File: src/rtl/bus_mailbox_pkg.sv
// ============================================================================
// Module  : bus_mailbox_pkg
// Brief   : Register offsets, STATUS bit positions and THRESH width for bus_mailbox.
// Revision: 1.0 - initial release
// ============================================================================
`default_nettype none
`timescale 1ns/1ps

package bus_mailbox_pkg;

    typedef enum logic [1:0] {
        REG_DATA   = 2'd0,
        REG_STATUS = 2'd1,
        REG_THRESH = 2'd2,
        REG_RSVD   = 2'd3
    } reg_off_e;

    localparam int ST_TX_EMPTY   = 0;
    localparam int ST_TX_FULL    = 1;
    localparam int ST_RX_EMPTY   = 2;
    localparam int ST_RX_FULL    = 3;
    localparam int ST_TX_OVF     = 4;
    localparam int ST_RX_UNF     = 5;
    localparam int ST_TX_CNT_LSB = 8;
    localparam int ST_RX_CNT_LSB = 16;
    localparam int ST_CNT_W      = 8;

    localparam int THRESH_W = 8;

endpackage

`default_nettype wire

File: src/rtl/bus_mailbox_fifo.sv
// ============================================================================
// Module  : mailbox_fifo
// Brief   : Synchronous show-ahead FIFO; push ignored when full, pop ignored when empty.
// Revision: 1.0 - initial release
// ============================================================================
`default_nettype none
`timescale 1ns/1ps

module mailbox_fifo #(
    parameter int Width = 32,
    parameter int Depth = 4
) (
    input  logic                         clk_i,
    input  logic                         rst_i,
    input  logic                         push_i,
    input  logic [Width-1:0]             wdata_i,
    input  logic                         pop_i,
    output logic [Width-1:0]             rdata_o,
    output logic                         full_o,
    output logic                         empty_o,
    output logic [$clog2(Depth+1)-1:0]   count_o
);

    localparam int CntW = $clog2(Depth+1);
    localparam int PtrW = (Depth > 1) ? $clog2(Depth) : 1;

    logic [Width-1:0] mem_q [Depth];
    logic [PtrW-1:0]  wr_ptr_q;
    logic [PtrW-1:0]  rd_ptr_q;
    logic [CntW-1:0]  count_q;
    logic             do_push;
    logic             do_pop;

    assign full_o  = (count_q == CntW'(Depth));
    assign empty_o = (count_q == '0);
    assign count_o = count_q;
    assign do_push = push_i & ~full_o;
    assign do_pop  = pop_i & ~empty_o;

    // Head is masked while empty so the stream output idles at zero.
    assign rdata_o = empty_o ? '0 : mem_q[rd_ptr_q];

    always_ff @(posedge clk_i) begin
        if (do_push && !rst_i) begin
            mem_q[wr_ptr_q] <= wdata_i;
        end
    end

    always_ff @(posedge clk_i) begin
        if (rst_i) begin
            wr_ptr_q <= '0;
            rd_ptr_q <= '0;
            count_q  <= '0;
        end else begin
            if (do_push) begin
                wr_ptr_q <= wr_ptr_q + 1'b1;
            end
            if (do_pop) begin
                rd_ptr_q <= rd_ptr_q + 1'b1;
            end
            case ({do_push, do_pop})
                2'b10:   count_q <= count_q + 1'b1;
                2'b01:   count_q <= count_q - 1'b1;
                default: count_q <= count_q;
            endcase
        end
    end

endmodule

`default_nettype wire

File: src/rtl/bus_mailbox.sv
// ============================================================================
// Module  : bus_mailbox
// Brief   : Ibex-bus device with TX/RX mailbox FIFOs, STATUS/THRESH registers and irq.
// Revision: 1.0 - initial release
// ============================================================================
`default_nettype none
`timescale 1ns/1ps

module bus_mailbox
    import bus_mailbox_pkg::*;
#(
    parameter int DataWidth    = 32,
    parameter int AddressWidth = 32,
    parameter int Depth        = 4
) (
    input  logic                      clk_i,
    input  logic                      rst_i,
    input  logic                      req_i,
    input  logic [AddressWidth-1:0]   addr_i,
    input  logic                      we_i,
    input  logic [DataWidth/8-1:0]    be_i,
    input  logic [DataWidth-1:0]      wdata_i,
    output logic                      rvalid_o,
    output logic [DataWidth-1:0]      rdata_o,
    output logic                      err_o,
    output logic                      tx_valid_o,
    output logic [DataWidth-1:0]      tx_data_o,
    input  logic                      tx_ready_i,
    input  logic                      rx_valid_i,
    input  logic [DataWidth-1:0]      rx_data_i,
    output logic                      rx_ready_o,
    output logic                      irq_o
);

    localparam int CntW = $clog2(Depth+1);

    logic                  rvalid_q, rvalid_d;
    logic                  err_q, err_d;
    logic [DataWidth-1:0]  rdata_q, rdata_d;
    logic                  ovf_q, unf_q;
    logic [THRESH_W-1:0]   thresh_q, thresh_d;
    logic                  irq_q;

    logic                  tx_push, tx_full, tx_empty;
    logic                  rx_push, rx_pop, rx_full, rx_empty;
    logic [CntW-1:0]       tx_count, rx_count;
    logic [DataWidth-1:0]  rx_head;
    logic                  ovf_set, ovf_clr, unf_set, unf_clr;
    logic [DataWidth-1:0]  status_word;
    reg_off_e              reg_off;
    logic                  unused_addr;

    assign unused_addr = ^addr_i[AddressWidth-1:4];

    assign rx_ready_o = ~rx_full & ~rst_i;
    assign rx_push    = rx_valid_i & rx_ready_o;
    assign tx_valid_o = ~tx_empty;

    mailbox_fifo #(.Width(DataWidth), .Depth(Depth)) u_tx_fifo (
        .clk_i   (clk_i),
        .rst_i   (rst_i),
        .push_i  (tx_push),
        .wdata_i (wdata_i),
        .pop_i   (tx_ready_i),
        .rdata_o (tx_data_o),
        .full_o  (tx_full),
        .empty_o (tx_empty),
        .count_o (tx_count)
    );

    mailbox_fifo #(.Width(DataWidth), .Depth(Depth)) u_rx_fifo (
        .clk_i   (clk_i),
        .rst_i   (rst_i),
        .push_i  (rx_push),
        .wdata_i (rx_data_i),
        .pop_i   (rx_pop),
        .rdata_o (rx_head),
        .full_o  (rx_full),
        .empty_o (rx_empty),
        .count_o (rx_count)
    );

    always_comb begin
        status_word                              = '0;
        status_word[ST_TX_EMPTY]                 = tx_empty;
        status_word[ST_TX_FULL]                  = tx_full;
        status_word[ST_RX_EMPTY]                 = rx_empty;
        status_word[ST_RX_FULL]                  = rx_full;
        status_word[ST_TX_OVF]                   = ovf_q;
        status_word[ST_RX_UNF]                   = unf_q;
        status_word[ST_TX_CNT_LSB +: ST_CNT_W]   = ST_CNT_W'(tx_count);
        status_word[ST_RX_CNT_LSB +: ST_CNT_W]   = ST_CNT_W'(rx_count);
    end

    // Full/empty decisions use start-of-cycle FIFO state, so a same-cycle
    // stream pop/push never rescues a bus access that would otherwise fail.
    always_comb begin
        rvalid_d = req_i;
        err_d    = 1'b0;
        rdata_d  = '0;
        tx_push  = 1'b0;
        rx_pop   = 1'b0;
        ovf_set  = 1'b0;
        ovf_clr  = 1'b0;
        unf_set  = 1'b0;
        unf_clr  = 1'b0;
        thresh_d = thresh_q;
        reg_off  = reg_off_e'(addr_i[3:2]);
        if (req_i) begin
            if (addr_i[1:0] != 2'b00) begin
                err_d = 1'b1;
            end else begin
                case (reg_off)
                    REG_DATA: begin
                        if (we_i) begin
                            if (be_i != '1) begin
                                err_d = 1'b1;
                            end else if (tx_full) begin
                                err_d   = 1'b1;
                                ovf_set = 1'b1;
                            end else begin
                                tx_push = 1'b1;
                            end
                        end else if (rx_empty) begin
                            err_d   = 1'b1;
                            unf_set = 1'b1;
                        end else begin
                            rx_pop  = 1'b1;
                            rdata_d = rx_head;
                        end
                    end
                    REG_STATUS: begin
                        if (we_i) begin
                            if (be_i[0]) begin
                                ovf_clr = wdata_i[ST_TX_OVF];
                                unf_clr = wdata_i[ST_RX_UNF];
                            end
                        end else begin
                            rdata_d = status_word;
                        end
                    end
                    REG_THRESH: begin
                        if (we_i) begin
                            if (be_i[0]) begin
                                thresh_d = wdata_i[THRESH_W-1:0];
                            end
                        end else begin
                            rdata_d = {{(DataWidth-THRESH_W){1'b0}}, thresh_q};
                        end
                    end
                    default: begin
                        err_d = 1'b1;
                    end
                endcase
            end
        end
    end

    always_ff @(posedge clk_i) begin
        if (rst_i) begin
            rvalid_q <= 1'b0;
            err_q    <= 1'b0;
            rdata_q  <= '0;
            ovf_q    <= 1'b0;
            unf_q    <= 1'b0;
            thresh_q <= '0;
            irq_q    <= 1'b0;
        end else begin
            rvalid_q <= rvalid_d;
            err_q    <= err_d;
            rdata_q  <= rdata_d;
            ovf_q    <= ovf_set | (ovf_q & ~ovf_clr);
            unf_q    <= unf_set | (unf_q & ~unf_clr);
            thresh_q <= thresh_d;
            irq_q    <= (thresh_q != '0) && (THRESH_W'(rx_count) >= thresh_q);
        end
    end

    assign rvalid_o = rvalid_q;
    assign err_o    = err_q;
    assign rdata_o  = rdata_q;
    assign irq_o    = irq_q;

endmodule

`default_nettype wire
File: config.mk
export PLATFORM = sky130hd
export DESIGN_NAME = bus_mailbox
export DESIGN_NICKNAME = d
export VERILOG_FILES = /design/src/rtl/bus_mailbox_pkg.sv /design/src/rtl/bus_mailbox_fifo.sv /design/src/rtl/bus_mailbox.sv
export SDC_FILE = /design/constraint.sdc
export NUM_CORES = 1
export LEC_CHECK = 0
export BUFFER_PORTS_ARGS = -buffer_cell sky130_fd_sc_hd__buf_2
export CORE_MARGIN = 10
export CORE_UTILIZATION = 30
export CTS_CLUSTER_SIZE = 10
export DETAILED_ROUTE_END_ITERATION = 8
export HOLD_SLACK_MARGIN = 0.06
export PLACE_DENSITY_LB_ADDON = 0.3
export SLEW_MARGIN = 25
export SYNTH_ARGS = -nofsm -noshare
export SYNTH_HDL_FRONTEND = slang
export SYNTH_SLANG_ARGS = --single-unit
File: constraint.sdc
create_clock -name clk_i -period 3.45 [get_ports clk_i]
set_input_delay 0.5175 -clock clk_i [delete_from_list [all_inputs] [get_ports clk_i]]
set_output_delay 0.5175 -clock clk_i [all_outputs]
set_load 0.02 [all_outputs]
==> metrics.md <==
| Metric | Value |
|---|---|
| Post-synth ARST share | 0 |
| Reg2Reg Capture Point | u_tx_fifo.count_o[2] |
| Relative slew slack | 0.377 |
| Util after Layout | 0.371 |
| Total number of vias | 6,204 |
| Die Span Y | 220 um |
| Remaining global-route overflow | 0 |
| Gpl congestion | 0.724 |
| Syn Inst Count | 627 |
| # IOs | 175 |
| Setup crit end kind | primary output |
| Aggregate routed wire length | 27,700 um |
| Layout Cells excl Fill | 1,359 |
| Tcrit/Tclk final | 0.815 |
| Max Clk Rate | 356 MHz |
| First-pass GRT wire length | 41,800 um |
| CP endpoint | tx_data_o[1] |
| Antenna violations before repair | 8 |
| Final HPWL DP | 18,200 um |
| Post-route ant nets | 0 |
| Fin. max-slew vios | 0 |
| Synth Cell Area | 0.0120 mm2 |
| Residual DRC | 0 |
| Chip Width | 220 um |
| Clock Skew | 0.0155 ns |
| Worst setup margin | 0.638 ns |
| Gr usage total | 0.114 |
| Worst Setup Start Kind | flip-flop |
| Unique cell type count in the Yosys netlist | 50 |
| Flop2flop setup slack | 0.97 ns |
| Total design power | 8.18 mW |
| Main synth FF type | edfxtp_1 |
| DR pass1 iterations | 5 |
| Commonest cells post-synth | edfxtp_1, mux4_2, dfxtp_1 |
| Total die area | 0.0484 mm2 |
| Placed Cells | 1,290 |
| Deepest clock path buffer count | 3 |
| Largest net degree at the start of global routing | 35 |
| Synth top area cells | edfxtp_1, mux4_2, dfxtp_1 |
| Class of the most critical setup path | reg2out |
| Syn_nets | 752 |
| Core area | 0.0396 mm2 |
| H-tree Lvls | 2 |
| Register area share after synthesis | 0.746 |
| CTS tree | done |
| Starting Density | 0.302 |
| Share of layout cells above drive strength 1 | 0.358 |
| Ys Warns | 0 |
| HP Class | in2reg |
| FF-to-FF Start | u_tx_fifo.count_o[2] |
| Final net count | 931 |
| RSZ-0062 raised after global routing | no |
| Max incr delay on CP | 0.59 ns |
| Max cap viols | 0 |
| Leak Pwr | 5.13 nW |
| DR WL/cell | 20.4 um |
| Syn Area/Cell | 19.1 um2 |
| Place WS | 0.429 ns |
| Number of synthesized flops with an enable pin | 256 |
| Cells on worst reg2reg path | 8 |
| Post-synth top area share | 0.641 |
| CTS Root Cell | clkbuf_16 |
| Worst EP required | 2.93 ns |
| Vias per inst | 4.57 |
| Pwr/cell area | 556 mW/mm2 |
| Outcome | complete, no violations |
| Hold Vio Cnt, Final | 0 |
| Actual slew at the worst max-slew pin | 0.933 ns |
| CTS Hold Buffers Added | 0 |
| Setup-failing EPs final | 0 |
| Post-CTS sizing | 0 |
| Fin crit period | 2.81 ns |
| Cell Rows | 73 |
| Cell accounting for the most synthesized area | edfxtp_1 |
| Max VDD drop | 0.000422 V |
| Area Overhead vs Synth | 22.7% |
| Port Buffers | 146 |
| Setup TNS | 0 ns |
| Post-CTS setup buffers | 0 |
| Cts bufs inserted | 39 |
| CP max FO | 22 |
| # clock sinks | 319 |
| Post-synthesis register bit count | 319 |
| Clk slew on worst S/H paths | 0.06 ns |
| CP Cell Sequence | buf_12, mux4_2, and2_1, buf_2 |
| 1st-iter DRT viols | 500 |
| Worst EP arrival | 2.29 ns |
| Most frequent cell after synthesis | edfxtp_1 |
| CP max stage cell | dfxtp_2 |
| Vias in the first global route | 6,712 |
| Worst-Skew Late Latency | 0.53 ns |
| Layout fillers | 3,746 |
how the worst min path moves through the flow:
stage                     cells after the start                endpoint           from  slack (ns)
after CTS                                     1  u_rx_fifo.mem_q[2][28]  rx_data_i[28]        0.18
after global placement                        2                   unf_q          unf_q        0.47
after detailed placement                      2                   unf_q          unf_q        0.47
final                                         1  u_rx_fifo.mem_q[2][11]  rx_data_i[11]        0.20
after floorplan                               2                   ovf_q          ovf_q        0.45
after global routing                          1   u_rx_fifo.mem_q[1][8]   rx_data_i[8]        0.19
per-stage QoR:
step                      cell area, um2  hold WS, ns
after floorplan                    12000        0.449
after global placement             13600        0.472
after detailed placement           13600        0.474
after CTS                          14700        0.176
after global routing               14700        0.185
final                              14700        0.199
flip-flops by register name (all words and copies together), names as in the netlist, 3 cells and up, named ones only:
name and count:
rdata_o 32, thresh_q 8, u_rx_fifo.count_o 3, u_rx_fifo.mem_q 128, u_tx_fifo.count_o 3, u_tx_fifo.mem_q 128
cell type report:
class	count	area, um2	share of cell area
diodes	1	2.50	0.000170
clock buffers	60	1050	0.0717
clock inverters	8	100	0.00680
inverters	17	63.8	0.00434
multi-input cells	261	2860	0.195
flip-flops and latches	319	8950	0.608
well taps	525	657	0.0446
repair buffers	168	1020	0.0694
report_power, final:
group	switching (mW)	total [mW]	leakage, nW	internal, mW
Combinational	0.130	0.216	1.75	0.0860
Sequential	0.0154	4.22	2.82	4.20
Clock	1.49	3.75	0.557	2.25
Total	1.64	8.18	5.13	6.54
layout by cell type, fill, tap and decap left out, types with 3 or more instances in the layout:
master / n
ha_1: 17
buf_4: 12
buf_2: 146
clkbuf_1: 21
and2_2: 8
xnor2_1: 5
nor2_1: 32
o21ai_0: 4
and2_1: 35
a222oi_1: 3
mux2i_1: 9
a22o_1: 6
nor3_1: 3
buf_12: 10
nand2_1: 5
dfxtp_1: 60
and3_1: 17
nand3_1: 5
mux4_2: 64
edfxtp_1: 256
a21oi_1: 10
dfxtp_2: 3
inv_1: 17
inv_6: 3
xor2_1: 5
clkbuf_16: 39
cells by family (layout without fill, tap and decap cells):
family	after synthesis	after routing	synth area share
adders and majority gates	19	19	0.0211
buffers and inverters	47	253	0.0165
DFF	319	319	0.746
xor gates and xnor gates	10	10	0.00731
and+or+nand+nor	124	124	0.0594
muxes	73	73	0.128
other	0	1	0
AOI/OAI and AO/OA	35	35	0.0215
worst max-delay path, delay by kind of cell, from the launching register on:
kind | cells | cell delay (ns)
buf+inv | 2 | 0.44
flops | 1 | 0.59
mux | 1 | 0.52
simple gates | 1 | 0.20
metal layers:
layer  global-route usage  wire [um]
met2                0.189      13400
met5                    0         80
met1                0.141      11600
met3               0.0380       2100
met4               0.0313        535
(Power assumes the default switching activity.)
